$ cat config.mk
export PLATFORM = sky130hd
export DESIGN_NAME = addsub_sliced_unit_flat
export DESIGN_NICKNAME = d
export VERILOG_FILES = /design/src/rtl/addsub_sliced_unit_if.sv /design/src/rtl/addsub_sliced_unit.sv /design/src/flat_wrapper.sv
export SDC_FILE = /design/constraint.sdc
export NUM_CORES = 1
export LEC_CHECK = 0
export CAP_MARGIN = 20
export CORE_UTILIZATION = 43
export CTS_CLUSTER_DIAMETER = 30
export DETAILED_ROUTE_END_ITERATION = 12
export PLACE_DENSITY = 0.66
export SLEW_MARGIN = 20
export SYNTH_ARGS = -nofsm -noshare
export SYNTH_HDL_FRONTEND = slang
export SYNTH_SLANG_ARGS = --single-unit
$ cat constraint.sdc
create_clock -name i_clk_in -period 3.55 [get_ports i_clk_in]
set_input_delay 0.355 -clock i_clk_in [delete_from_list [all_inputs] [get_ports i_clk_in]]
set_output_delay 0.355 -clock i_clk_in [all_outputs]
set_load 0.02 [all_outputs]
$ cat src/rtl/addsub_sliced_unit_if.sv
// ---------------------------------------------------------------------------
// addsub_sliced_unit_if
// Request/result bundle between the UART command decoder (master) and the
// sliced add/subtract unit (slave).
//   i_data_rdy : operand-valid level; the unit acts on its rising edge only
//   i_sub      : 1 = i_r1 - i_r2, 0 = i_r1 + i_r2 + i_cin
//   i_r1/i_r2  : operands A / B
//   i_cin      : carry in, add mode only
//   o_sum      : registered result
//   o_cout     : carry out (sub mode: 1 = no borrow)
//   o_ovf      : two's-complement overflow
//   o_busy     : calculation in progress
//   o_rdy      : result-valid pulse
// ---------------------------------------------------------------------------
interface addsub_sliced_unit_if #(
  parameter int WIDTH = 16
);
  logic             i_data_rdy;
  logic             i_sub;
  logic [WIDTH-1:0] i_r1;
  logic [WIDTH-1:0] i_r2;
  logic             i_cin;
  logic [WIDTH-1:0] o_sum;
  logic             o_cout;
  logic             o_ovf;
  logic             o_busy;
  logic             o_rdy;

  modport master (
    output i_data_rdy, i_sub, i_r1, i_r2, i_cin,
    input  o_sum, o_cout, o_ovf, o_busy, o_rdy
  );

  modport slave (
    input  i_data_rdy, i_sub, i_r1, i_r2, i_cin,
    output o_sum, o_cout, o_ovf, o_busy, o_rdy
  );
endinterface

$ cat src/rtl/addsub_sliced_unit.sv
// ---------------------------------------------------------------------------
// addsub_sliced_unit
// Parametrised add/subtract unit. Operands are captured on a rising edge of
// bus.i_data_rdy and summed SLICE bits per clock through one SLICE-bit adder.
// The final slice registers sum, carry and overflow and fires an o_rdy pulse
// RDY_PULSE cycles long. A UART-controlled mux drives the debug LEDs.
//
// Ports:
//   i_clk_in      : system clock
//   i_rst         : asynchronous active-high reset
//   bus           : addsub_sliced_unit_if.slave (operands, results, flags)
//   i_ctrl_signal : i_ctrl holds a valid debug control char
//   i_ctrl        : debug control char
//   o_debug_led   : debug display register
//
// Optional build macro ADDSUB_DROP_CNT_EN: adds an 8-bit saturating count of
// requests that arrived while busy (shown on debug char 0x7C, cleared by 0x7F).
// ---------------------------------------------------------------------------
module addsub_sliced_unit #(
  parameter int WIDTH     = 16,
  parameter int SLICE     = 4,
  parameter int RDY_PULSE = 2
) (
  input  logic                     i_clk_in,
  input  logic                     i_rst,
  addsub_sliced_unit_if.slave      bus,
  input  logic                     i_ctrl_signal,
  input  logic [7:0]               i_ctrl,
  output logic [7:0]               o_debug_led
);

  localparam int NSLICE = WIDTH / SLICE;
  localparam int KW     = (NSLICE > 1) ? $clog2(NSLICE) : 1;

  typedef enum logic [0:0] {
    IDLE = 1'b0,
    CALC = 1'b1
  } state_t;

  state_t            state_reg;
  logic [1:0]        tap_reg;
  logic [KW-1:0]     k_reg;
  logic [WIDTH-1:0]  x_reg;
  logic [WIDTH-1:0]  y_reg;
  logic [WIDTH-1:0]  sum_reg;
  logic              carry_reg;
  logic [WIDTH-1:0]  sum_out_reg;
  logic              cout_reg;
  logic              ovf_reg;
  logic              busy_reg;
  logic              rdy_reg;
  logic [3:0]        pulse_cnt_reg;
  logic [7:0]        led_reg;

  logic              go;
  logic              last_slice;
  logic [SLICE-1:0]  x_slice [NSLICE];
  logic [SLICE-1:0]  y_slice [NSLICE];
  logic [SLICE-1:0]  x_cur;
  logic [SLICE-1:0]  y_cur;
  logic [SLICE:0]    slice_res;
  logic [WIDTH-1:0]  sum_next;
  logic              ovf_next;
  logic [3:0]        k_dbg;

  // Only the rising edge of the UART strobe starts a request.
  assign go         = tap_reg[0] & ~tap_reg[1];
  assign last_slice = (k_reg == KW'(NSLICE - 1));

  // Split operands into slices; the sum slot selected by k takes the fresh
  // slice result, all others keep their already-computed value.
  genvar gi;
  generate
    for (gi = 0; gi < NSLICE; gi++) begin : g_slice
      assign x_slice[gi] = x_reg[gi*SLICE +: SLICE];
      assign y_slice[gi] = y_reg[gi*SLICE +: SLICE];
      assign sum_next[gi*SLICE +: SLICE] =
        (k_reg == KW'(gi)) ? slice_res[SLICE-1:0] : sum_reg[gi*SLICE +: SLICE];
    end
  endgenerate

  assign x_cur     = x_slice[k_reg];
  assign y_cur     = y_slice[k_reg];
  assign slice_res = {1'b0, x_cur} + {1'b0, y_cur} + {{SLICE{1'b0}}, carry_reg};

  // y already holds ~B in sub mode, so one formula covers both operations.
  assign ovf_next = (x_reg[WIDTH-1] == y_reg[WIDTH-1]) &&
                    (sum_next[WIDTH-1] != x_reg[WIDTH-1]);

  assign k_dbg = 4'(k_reg);

  // Control FSM, datapath and result registers.
  always_ff @(posedge i_clk_in or posedge i_rst) begin
    if (i_rst) begin
      state_reg     <= IDLE;
      tap_reg       <= '0;
      k_reg         <= '0;
      x_reg         <= '0;
      y_reg         <= '0;
      sum_reg       <= '0;
      carry_reg     <= 1'b0;
      sum_out_reg   <= '0;
      cout_reg      <= 1'b0;
      ovf_reg       <= 1'b0;
      busy_reg      <= 1'b0;
      rdy_reg       <= 1'b0;
      pulse_cnt_reg <= '0;
    end else begin
      tap_reg <= {tap_reg[0], bus.i_data_rdy};

      if (pulse_cnt_reg != 4'd0) begin
        pulse_cnt_reg <= pulse_cnt_reg - 4'd1;
        if (pulse_cnt_reg == 4'd1) begin
          rdy_reg <= 1'b0;
        end
      end

      case (state_reg)
        IDLE: begin
          if (go) begin
            x_reg     <= bus.i_r1;
            y_reg     <= bus.i_sub ? ~bus.i_r2 : bus.i_r2;
            carry_reg <= bus.i_sub ? 1'b1 : bus.i_cin;
            k_reg     <= '0;
            busy_reg  <= 1'b1;
            state_reg <= CALC;
          end
        end
        CALC: begin
          sum_reg   <= sum_next;
          carry_reg <= slice_res[SLICE];
          k_reg     <= k_reg + KW'(1);
          if (last_slice) begin
            sum_out_reg   <= sum_next;
            cout_reg      <= slice_res[SLICE];
            ovf_reg       <= ovf_next;
            busy_reg      <= 1'b0;
            // Overrides the countdown above, so back-to-back results keep
            // o_rdy high continuously.
            rdy_reg       <= 1'b1;
            pulse_cnt_reg <= 4'(RDY_PULSE);
            state_reg     <= IDLE;
          end
        end
        default: state_reg <= IDLE;
      endcase
    end
  end

`ifdef ADDSUB_DROP_CNT_EN
  logic [7:0] drop_cnt_reg;

  always_ff @(posedge i_clk_in or posedge i_rst) begin
    if (i_rst) begin
      drop_cnt_reg <= '0;
    end else if (i_ctrl_signal && (i_ctrl == 8'h7F)) begin
      drop_cnt_reg <= '0;
    end else if (go && (state_reg == CALC) && (drop_cnt_reg != 8'hFF)) begin
      drop_cnt_reg <= drop_cnt_reg + 8'd1;
    end
  end
`endif

  // Debug LED mux; unknown control chars leave the display unchanged.
  always_ff @(posedge i_clk_in or posedge i_rst) begin
    if (i_rst) begin
      led_reg <= '0;
    end else if (!i_ctrl_signal) begin
      led_reg <= sum_out_reg[7:0];
    end else begin
      case (i_ctrl)
        8'h0D: led_reg <= sum_out_reg[7:0];
        8'h7A: led_reg <= {cout_reg, ovf_reg, busy_reg, state_reg, k_dbg};
        8'h7B: led_reg <= x_reg[7:0];
        8'h7D: led_reg <= y_reg[7:0];
`ifdef ADDSUB_DROP_CNT_EN
        8'h7C: led_reg <= drop_cnt_reg;
`else
        8'h7C: led_reg <= bus.i_r1[7:0];
`endif
        8'h7E: led_reg <= bus.i_r2[7:0];
        8'h7F: led_reg <= 8'h00;
        default: led_reg <= led_reg;
      endcase
    end
  end

  assign bus.o_sum   = sum_out_reg;
  assign bus.o_cout  = cout_reg;
  assign bus.o_ovf   = ovf_reg;
  assign bus.o_busy  = busy_reg;
  assign bus.o_rdy   = rdy_reg;
  assign o_debug_led = led_reg;

endmodule

$ cat src/flat_wrapper.sv
// flat-port wrapper written by rule: the top's interface ports become plain ports
module addsub_sliced_unit_flat 
#(
  parameter int WIDTH     = 16,
  parameter int SLICE     = 4,
  parameter int RDY_PULSE = 2
)
  (i_clk_in, i_rst, i_ctrl_signal, i_ctrl, o_debug_led, bus_i_data_rdy, bus_i_sub, bus_i_r1, bus_i_r2, bus_i_cin, bus_o_sum, bus_o_cout, bus_o_ovf, bus_o_busy, bus_o_rdy);
  addsub_sliced_unit_if #(.WIDTH(WIDTH)) bus_i ();
  input  logic i_clk_in;
  input  logic i_rst;
  input  logic i_ctrl_signal;
  input  logic [7:0] i_ctrl;
  output logic [7:0] o_debug_led;
  input wire logic [$bits(bus_i.i_data_rdy)-1:0] bus_i_data_rdy;
  input wire logic [$bits(bus_i.i_sub)-1:0] bus_i_sub;
  input wire logic [$bits(bus_i.i_r1)-1:0] bus_i_r1;
  input wire logic [$bits(bus_i.i_r2)-1:0] bus_i_r2;
  input wire logic [$bits(bus_i.i_cin)-1:0] bus_i_cin;
  output wire logic [$bits(bus_i.o_sum)-1:0] bus_o_sum;
  output wire logic [$bits(bus_i.o_cout)-1:0] bus_o_cout;
  output wire logic [$bits(bus_i.o_ovf)-1:0] bus_o_ovf;
  output wire logic [$bits(bus_i.o_busy)-1:0] bus_o_busy;
  output wire logic [$bits(bus_i.o_rdy)-1:0] bus_o_rdy;
  assign bus_i.i_data_rdy = bus_i_data_rdy;
  assign bus_i.i_sub = bus_i_sub;
  assign bus_i.i_r1 = bus_i_r1;
  assign bus_i.i_r2 = bus_i_r2;
  assign bus_i.i_cin = bus_i_cin;
  assign bus_o_sum = bus_i.o_sum;
  assign bus_o_cout = bus_i.o_cout;
  assign bus_o_ovf = bus_i.o_ovf;
  assign bus_o_busy = bus_i.o_busy;
  assign bus_o_rdy = bus_i.o_rdy;
  addsub_sliced_unit #(.WIDTH(WIDTH), .SLICE(SLICE), .RDY_PULSE(RDY_PULSE)) u_core (.i_clk_in(i_clk_in), .i_rst(i_rst), .bus(bus_i), .i_ctrl_signal(i_ctrl_signal), .i_ctrl(i_ctrl), .o_debug_led(o_debug_led));
endmodule
==> implementation parameters, run 1 <==
Parameter                              Value

Run status
  Result of the run ... finished clean

STA
  Final worst path period share ... 79.3%
  Post-layout minimum cycle time ... 2.81 ns
  Total negative setup slack ... 0 ns
  FMAX ... 0.355 GHz
  Setup repair after global routing missed its margin ... no
  Setup Skew ... 0.00994 ns
  Total count of max-transition violations in the final report ... 0
  Worst relative slew slack ... 35.4%
  Final setup fails ... 0
  Least-Margin Pin Slew ... 0.966 ns
  Number of hold violations in the final report ... 0

Drt
  Routed wirelength normalized by instance count ... 16.4 um
  Number of vias per cell ... 5.29
  Number of design-rule violations left by the first detailed-router iteration ... 90
  Routed vias ... 3150
  Detailed Route WL ... 9760 um
  Remaining DRCs ... 0
  Antenna-violating nets left ... 0
  Number of optimization iterations in the first detailed-route pass ... 4

Global route
  Largest net degree at the start of global routing ... 36
  GR Util All Layers ... 20.4%
  Number of global-route vias before repair ... 3078
  Wire length of the first global-routing pass ... 15700 um
  GRT overflow ... 0
  Antenna violations before repair ... 0

Clocking
  Hold-fix buffers, CTS ... 0
  Buffer levels on the longest clock path ... 2
  TritonCTS clock tree ... yes
  Number of clock sinks ... 82
  Number of setup buffers added after CTS ... 0
  Post-CTS sizing ... 0
  Clock insertion delay at the later pin of the skew report ... 0.36 ns
  Clock-pin slew on the worst setup and hold paths ... 0.09 ns
  Number of CTS-inserted buffers ... 9
  Clock root buffer ... sky130_fd_sc_hd__clkbuf_8
  Level count of the clock H-tree ... 3

Logic synthesis
  Post-synthesis sequential area ratio ... 47.9%
  EDFF count, synth ... 0
  Post-Synthesis Cell Area ... 4280 sq um
  Post-synthesis area per instance ... 10.9 sq um
  Primary FF master, synth ... sky130_fd_sc_hd__dfrtp_1
  Flop and latch count out of synthesis ... 82
  Post-synth top area share ... 47.9%
  Ys Warns ... 0
  Number of nets produced by synthesis ... 449
  Library cell occupying the most area in the post-synthesis netlist ... sky130_fd_sc_hd__dfrtp_1
  Number of standard cells after synthesis ... 391
  Async SR Flop Fraction ... 100%
  Cell variety after synth ... 39
  Dominant cells by area after synthesis ... sky130_fd_sc_hd__dfrtp_1 (48%), sky130_fd_sc_hd__mux2_2 (10%), sky130_fd_sc_hd__mux4_2 (4.2%)

Worst setup path
  Startpoint class of the critical path ... flip-flop
  Nature of the critical path endpoint ... flip-flop
  Master of the slowest instance on the critical path ... sky130_fd_sc_hd__mux4_2
  Cell class contributing the biggest share of worst-path delay ... adder cells
  R2R cell count ... 7
  Launching element of the worst setup path ... u_core.k_reg[0]
  Critical path cell sequence ... mux4_2 -> fa_1 -> fa_1 -> xnor2_1 -> nand2_1 -> o21ai_0 -> o21ai_0
  WP buf/inv ... 0
  Start of the worst register-to-register path ... u_core.k_reg[0]
  Crit-path max cell delay ... 0.56 ns
  Required time at the worst-slack endpoint ... 3.78 ns
  Worst setup path class ... reg -> reg
  R2R Path End ... u_core.bus.o_sum[2]
  CP Data Arrival Time ... 3.05 ns
  Setup slack, reg-to-reg ... 0.74 ns
  Largest fanout on the critical path ... 7

Die
  Die Outline Area ... 10400 sq um
  Number of rows created at floorplan ... 36
  Ports ... 74
  Height of the chip ... 102 um
  Core Region ... 9730 sq um
  Starting utilization of the core area ... 44.0%
  Die W ... 102 um

Flow run
  Number of max-cap violations ... 0

Power and ir drop
  Power density cells ... 939 nW/um^2
  Flop pwr share ... 35.7%
  Peak supply drop ... 458 uV
  Switching component of the power ... 0.00210 W
  Cell leakage power ... 2.17 nW
  Clock power frac ... 12.4%
  Sw Ratio ... 42.0%
  Internal power contribution ... 0.00289 W
  Share of power burned in combinational logic ... 51.9%

Finish
  Synthesis-to-layout area growth ... 24.1%
  Number of filler cells placed in the layout ... 901
  Total number of nets in the final design ... 516
  Antenna diode count ... 0
  Share of cells above drive strength 1 ... 16.4%
  Commonest cells after routing, fill and taps aside ... sky130_fd_sc_hd__dfrtp_1 (82), sky130_fd_sc_hd__clkdlybuf4s50_1 (73), sky130_fd_sc_hd__nand2_1 (42)
  Post-route cell area ... 5310 sq um
  Most frequent standard cell in the layout excluding fill and tap cells ... sky130_fd_sc_hd__dfrtp_1

Min path
  Path class of the lowest-slack min-delay path ... in -> async

Placement
  Final weighted congestion of routability-driven global placement ... 0.804
  Detail Placement HPWL ... 7290 um
  Count of input and output buffers ... 73
  Post-detailed-placement cell area ... 5130 sq um
==> power groups by stage <==
stage	combinational, W	clock (W)	sequential (W)
floorplan	0.00168	0	0.00180
global placement	0.00255	0	0.00179
detailed placement	0.00262	0	0.00180
CTS	0.00262	0.000639	0.00178
global route	0.00287	0.000676	0.00184
finish	0.00259	0.000620	0.00178
==> layer usage <==
layer	share of wire, %	track usage (%)	vias up
met5	0	0	-
met1	48	28.6	1524
met4	1.2	9.03	0
met2	47	31.4	77
li1	-	-	1537
met3	3.9	2.83	12
==> kinds of logic after synthesis <==
logic type | count (synthesis) | share of synthesized area, %
AOI/OAI and AO/OA | 83 | 12.0
xor gates and xnor gates | 19 | 3.89
adders and majority gates | 12 | 3.86
buffers and inverters | 33 | 3.30
DFF | 82 | 47.9
muxes | 59 | 17.3
and+or+nand+nor | 103 | 11.8
==> final cells by class <==
class / instances / area (sq um) / area share [%]
clock inverter: 5 / 37.5 / 0.707
inverter: 9 / 35.0 / 0.660
timing repair buffer: 80 / 783 / 14.8
clock buffer: 11 / 141 / 2.66
tap: 133 / 166 / 3.13
sequential: 82 / 2050 / 38.6
multi-input combinational: 276 / 2090 / 39.4
==> worst max-delay path by stage <==
| stage | end | slack, ns | cells after the start |
|---|---|---|---|
| after floorplan | u_core.bus.o_sum[10] | 0.79 | 8 |
| after global placement | u_core.bus.o_sum[10] | 0.79 | 7 |
| after detailed placement | u_core.bus.o_sum[6] | 0.73 | 7 |
| after CTS | u_core.bus.o_sum[6] | 0.71 | 7 |
| after global routing | u_core.bus.o_sum[6] | 0.50 | 7 |
| final | u_core.bus.o_sum[2] | 0.74 | 7 |
==> Yosys cell counts (6+ instances only) <==
library cell / instances
sky130_fd_sc_hd__nor2b_1: 8
sky130_fd_sc_hd__mux4_2: 8
sky130_fd_sc_hd__buf_2: 8
sky130_fd_sc_hd__inv_1: 9
sky130_fd_sc_hd__mux2i_1: 12
sky130_fd_sc_hd__ha_1: 10
sky130_fd_sc_hd__clkbuf_1: 15
sky130_fd_sc_hd__nand2_1: 42
sky130_fd_sc_hd__xnor2_1: 19
sky130_fd_sc_hd__o31ai_1: 7
sky130_fd_sc_hd__nor2_1: 24
sky130_fd_sc_hd__o21ai_0: 29
sky130_fd_sc_hd__mux2_2: 39
sky130_fd_sc_hd__a31oi_1: 8
sky130_fd_sc_hd__a21oi_1: 23
sky130_fd_sc_hd__nor3_1: 6
sky130_fd_sc_hd__dfrtp_1: 82
==> through the flow <==
step / hold slack [ns] / cells / setup slack [ns] / total power (W) / util (%)
CTS: 0.331 / 596 / 0.713 / 0.00504 / 54.6
global route: 0.369 / 596 / 0.500 / 0.00539 / 54.6
detailed placement: 0.368 / 580 / 0.731 / 0.00442 / 52.7
floorplan: 0.355 / 391 / 0.791 / 0.00348 / -
finish: 0.329 / 596 / 0.736 / 0.00499 / 54.6
global placement: 0.363 / 580 / 0.791 / 0.00434 / 52.7
Power figures use the tool's default switching activity.
==> inputs of run 2 (changes only) <==
--- a/config.mk
+++ b/config.mk
@@ -9,7 +9,7 @@
 export CORE_UTILIZATION = 43
 export CTS_CLUSTER_DIAMETER = 30
 export DETAILED_ROUTE_END_ITERATION = 12
-export PLACE_DENSITY = 0.66
+export PLACE_DENSITY = 0.69
 export SLEW_MARGIN = 20
 export SYNTH_ARGS = -nofsm -noshare
 export SYNTH_HDL_FRONTEND = slang
==> constraint.sdc (replaced) <==
create_clock -name i_clk_in -period 2.5 [get_ports i_clk_in]
set_input_delay 0.25 -clock i_clk_in [delete_from_list [all_inputs] [get_ports i_clk_in]]
set_output_delay 0.25 -clock i_clk_in [all_outputs]
set_load 0.02 [all_outputs]
==> run 2 against run 1 <==
Net effect: setup slack worse by 0.68 ns; hold slack worse by 0.020 ns; highest routed layer unchanged; clock skew is 0.0013 ns lower; sequential share of layout area decreased by 1.1 points; cell count grew 1.5%; non-clock buffer count grew 9; clock power up 65%; register-to-register slack lost 0.68 ns.
==> implementation parameters, run 2 (synthesized netlist as in run 1, its figures left out) <==
Parameter                              Value

Power and ir drop
  Cell leakage power ... 2.24 nW (+3.3%)
  Clock power frac ... 13.0% (+0.6 points)
  Switching component of the power ... 0.00325 W (+55%)
  Power density cells ... 1430 nW/um^2 (+52%)
  Flop pwr share ... 32.3% (-3.4 points)
  Internal power contribution ... 0.00458 W (+58%)
  Total Power ... 0.00783 W (+57%)
  Peak supply drop ... 1040 uV (+130%)
  Share of power burned in combinational logic ... 54.7% (+2.8 points)
  Sw Ratio ... 41.5% (-0.50 points)

Worst setup path
  R2R cell count ... 6 (-1)
  Start of the worst register-to-register path ... u_core.k_reg[0]
  Startpoint class of the critical path ... flip-flop
  Worst setup path class ... reg -> reg
  CP Data Arrival Time ... 2.67 ns (-0.38 ns)
  Launching element of the worst setup path ... u_core.k_reg[0]
  Largest fanout on the critical path ... 5 (-2)
  Nature of the critical path endpoint ... flip-flop
  Required time at the worst-slack endpoint ... 2.73 ns (-1.05 ns)

Clocking
  Number of CTS-inserted buffers ... 9 (unchanged)
  Clock-pin slew on the worst setup and hold paths ... 0.10 ns (about the same)
  Clock insertion delay at the later pin of the skew report ... 0.36 ns (about the same)
  Number of setup buffers added after CTS ... 0 (unchanged)
  Level count of the clock H-tree ... 3 (unchanged)
  TritonCTS clock tree ... yes
  Buffer levels on the longest clock path ... 2 (unchanged)
  Hold-fix buffers, CTS ... 0 (unchanged)
  Number of clock sinks ... 82 (unchanged)
  Clock root buffer ... sky130_fd_sc_hd__clkbuf_8

Placement
  Cell count after placement ... 589 (+1.6%)
  Final weighted congestion of routability-driven global placement ... 0.835 (+4.0%)
  Detail Placement HPWL ... 7380 um (+1.2%)
  Post-detailed-placement cell area ... 5230 sq um (+1.9%)
  Post-placement setup slack ... 0.0105 ns (-0.720 ns)
  Count of input and output buffers ... 73 (unchanged)

STA
  Number of hold violations in the final report ... 0 (unchanged)
  Final worst path period share ... 97.8% (+19 points)
  Worst relative slew slack ... 64.9% (+30 points)
  Setup Skew ... 0.00859 ns (-0.00135 ns)
  Total count of max-transition violations in the final report ... 0 (unchanged)
  Post-layout minimum cycle time ... 2.45 ns (-0.368 ns)
  Setup repair after global routing missed its margin ... yes
  Final setup fails ... 0 (unchanged)
  FMAX ... 0.409 GHz (+15%)
  Least-Margin Pin Slew ... 0.526 ns (-0.440 ns)
  Setup slack after layout ... 0.0549 ns (-0.682 ns)

Die
  Height of the chip ... 102 um (unchanged)
  Die Outline Area ... 10400 sq um (unchanged)
  Starting utilization of the core area ... 44.0% (unchanged)
  Ports ... 74 (unchanged)
  Core Region ... 9730 sq um (unchanged)
  Number of rows created at floorplan ... 36 (unchanged)
  Die W ... 102 um (unchanged)

Finish
  Number of non-filler instances in the completed layout ... 605 (+1.5%)
  Post-route cell area ... 5470 sq um (+3.0%)
  Post-layout utilization of the core ... 56.2% (+1.7 points)
  Total number of nets in the final design ... 525 (+1.7%)
  Commonest cells after routing, fill and taps aside ... sky130_fd_sc_hd__dfrtp_1 (80), sky130_fd_sc_hd__clkdlybuf4s50_1 (73), sky130_fd_sc_hd__nand2_1 (41)
  Share of cells above drive strength 1 ... 20.6% (+4.1 points)
  Synthesis-to-layout area growth ... 27.8%
  Area of the multi-input gates ... 2140 sq um (+2.3%)
  Number of filler cells placed in the layout ... 859 (-4.7%)
  Most frequent standard cell in the layout excluding fill and tap cells ... sky130_fd_sc_hd__dfrtp_1
  Antenna diode count ... 0 (unchanged)
  Seq. cell area ... 2050 sq um (+0.12%)

Global route
  Wire length of the first global-routing pass ... 16100 um (+2.8%)
  Antenna violations before repair ... 0 (unchanged)
  Largest net degree at the start of global routing ... 52 (+44%)
  Number of global-route vias before repair ... 3137 (+1.9%)
  GR Util All Layers ... 20.7% (+0.35 points)
  GRT overflow ... 0 (unchanged)

Flow run
  Number of max-cap violations ... 0 (unchanged)

Drt
  Routed wirelength normalized by instance count ... 16.4 um (about the same)
  Routed vias ... 3258 (+3.4%)
  Remaining DRCs ... 0 (unchanged)
  Detailed Route WL ... 9910 um (+1.6%)
  Number of optimization iterations in the first detailed-route pass ... 4 (unchanged)
  Antenna-violating nets left ... 0 (unchanged)
  Number of vias per cell ... 5.39 (+1.9%)
  Number of design-rule violations left by the first detailed-router iteration ... 119 (+32%)

Run status
  Result of the run ... finished clean

Min path
  Path class of the lowest-slack min-delay path ... in -> async
run 2: cell types whose count changed in the layout (fill, tap and decap cells not counted), sizes merged:
cell / change
clkbuf: -2
inv: +2
bufinv: +1
clkinv: -1
buf: +9
run 2: power groups by stage:
stage	combinational, W	sequential, W	clock, W
6_report	0.00428	0.00253	0.00102
5_1_grt	0.00468	0.00261	0.00110
4_1_cts	0.00405	0.00253	0.00104
3_5_place_dp	0.00401	0.00256	0
3_3_place_gp	0.00388	0.00253	0
2_1_floorplan	0.00249	0.00256	0
run 2: metrics by stage:
stage	TNS [ns]	hold WS [ns]
final	0	0.308
after global routing	-0.0744	0.327
after CTS	0	0.307
after detailed placement	0	0.371
after global placement	0	0.364
after floorplan	0	0.281
run 2: repair_timing:
| action | CTS | global route |
|---|---|---|
| gates resized for setup | 1 | 10 |
| endpoints found under the setup margin | 1 | 15 |
| pin swaps | 0 | 5 |
run 2: per-layer routing:
| layer | vias to the layer above | track usage [%] | wire length (um) |
|---|---|---|---|
| met1 | 1592 | 28.7 | 4580 |
| met4 | 0 | 6.58 | 161 |
| met3 | 17 | 3.52 | 520 |
| met2 | 102 | 33.2 | 4650 |
| met5 | - | 0 | 0 |
| li1 | 1547 | - | - |
run 2: area by class of cell:
| cell class | instances | share of cell area, % |
|---|---|---|
| multi-input cells | 276 | 39.1 |
| well taps | 133 | 3.04 |
| repair buffers | 89 | 15.8 |
| clock buffers | 9 | 2.26 |
| clock inverters | 7 | 1.53 |
| flip-flops and latches | 82 | 37.5 |
| inverters | 9 | 0.686 |
run 2: path summary, 6_finish.rpt:
check / slack, ns / to
max: 0.05 / u_core.carry_reg
min: 0.31 / u_core.bus.o_sum[10]
max reg2reg: 0.05 / u_core.carry_reg
min reg2reg: 0.38 / u_core.tap_reg[1]
max in group asynchronous: 1.81 / u_core.k_reg[0]
min in group i_clk_in: 0.32 / u_core.tap_reg[0]
run 2: critical path, stage by stage (launching register included):
cell	delay, ns
sky130_fd_sc_hd__dfrtp_2	0.43
sky130_fd_sc_hd__mux4_2	0.54
sky130_fd_sc_hd__fa_2	0.43
sky130_fd_sc_hd__fa_2	0.43
sky130_fd_sc_hd__a21o_1	0.19
sky130_fd_sc_hd__a21oi_2	0.19
sky130_fd_sc_hd__mux2i_1	0.10
==> inputs of run 3 (changes only) <==
--- a/config.mk
+++ b/config.mk
@@ -10,7 +10,6 @@
 export CTS_CLUSTER_DIAMETER = 30
 export DETAILED_ROUTE_END_ITERATION = 12
 export PLACE_DENSITY = 0.69
-export SLEW_MARGIN = 20
 export SYNTH_ARGS = -nofsm -noshare
 export SYNTH_HDL_FRONTEND = slang
 export SYNTH_SLANG_ARGS = --single-unit
==> results of run 3 <==
The final DEF is identical to that of run 2; final timing and power are the same.
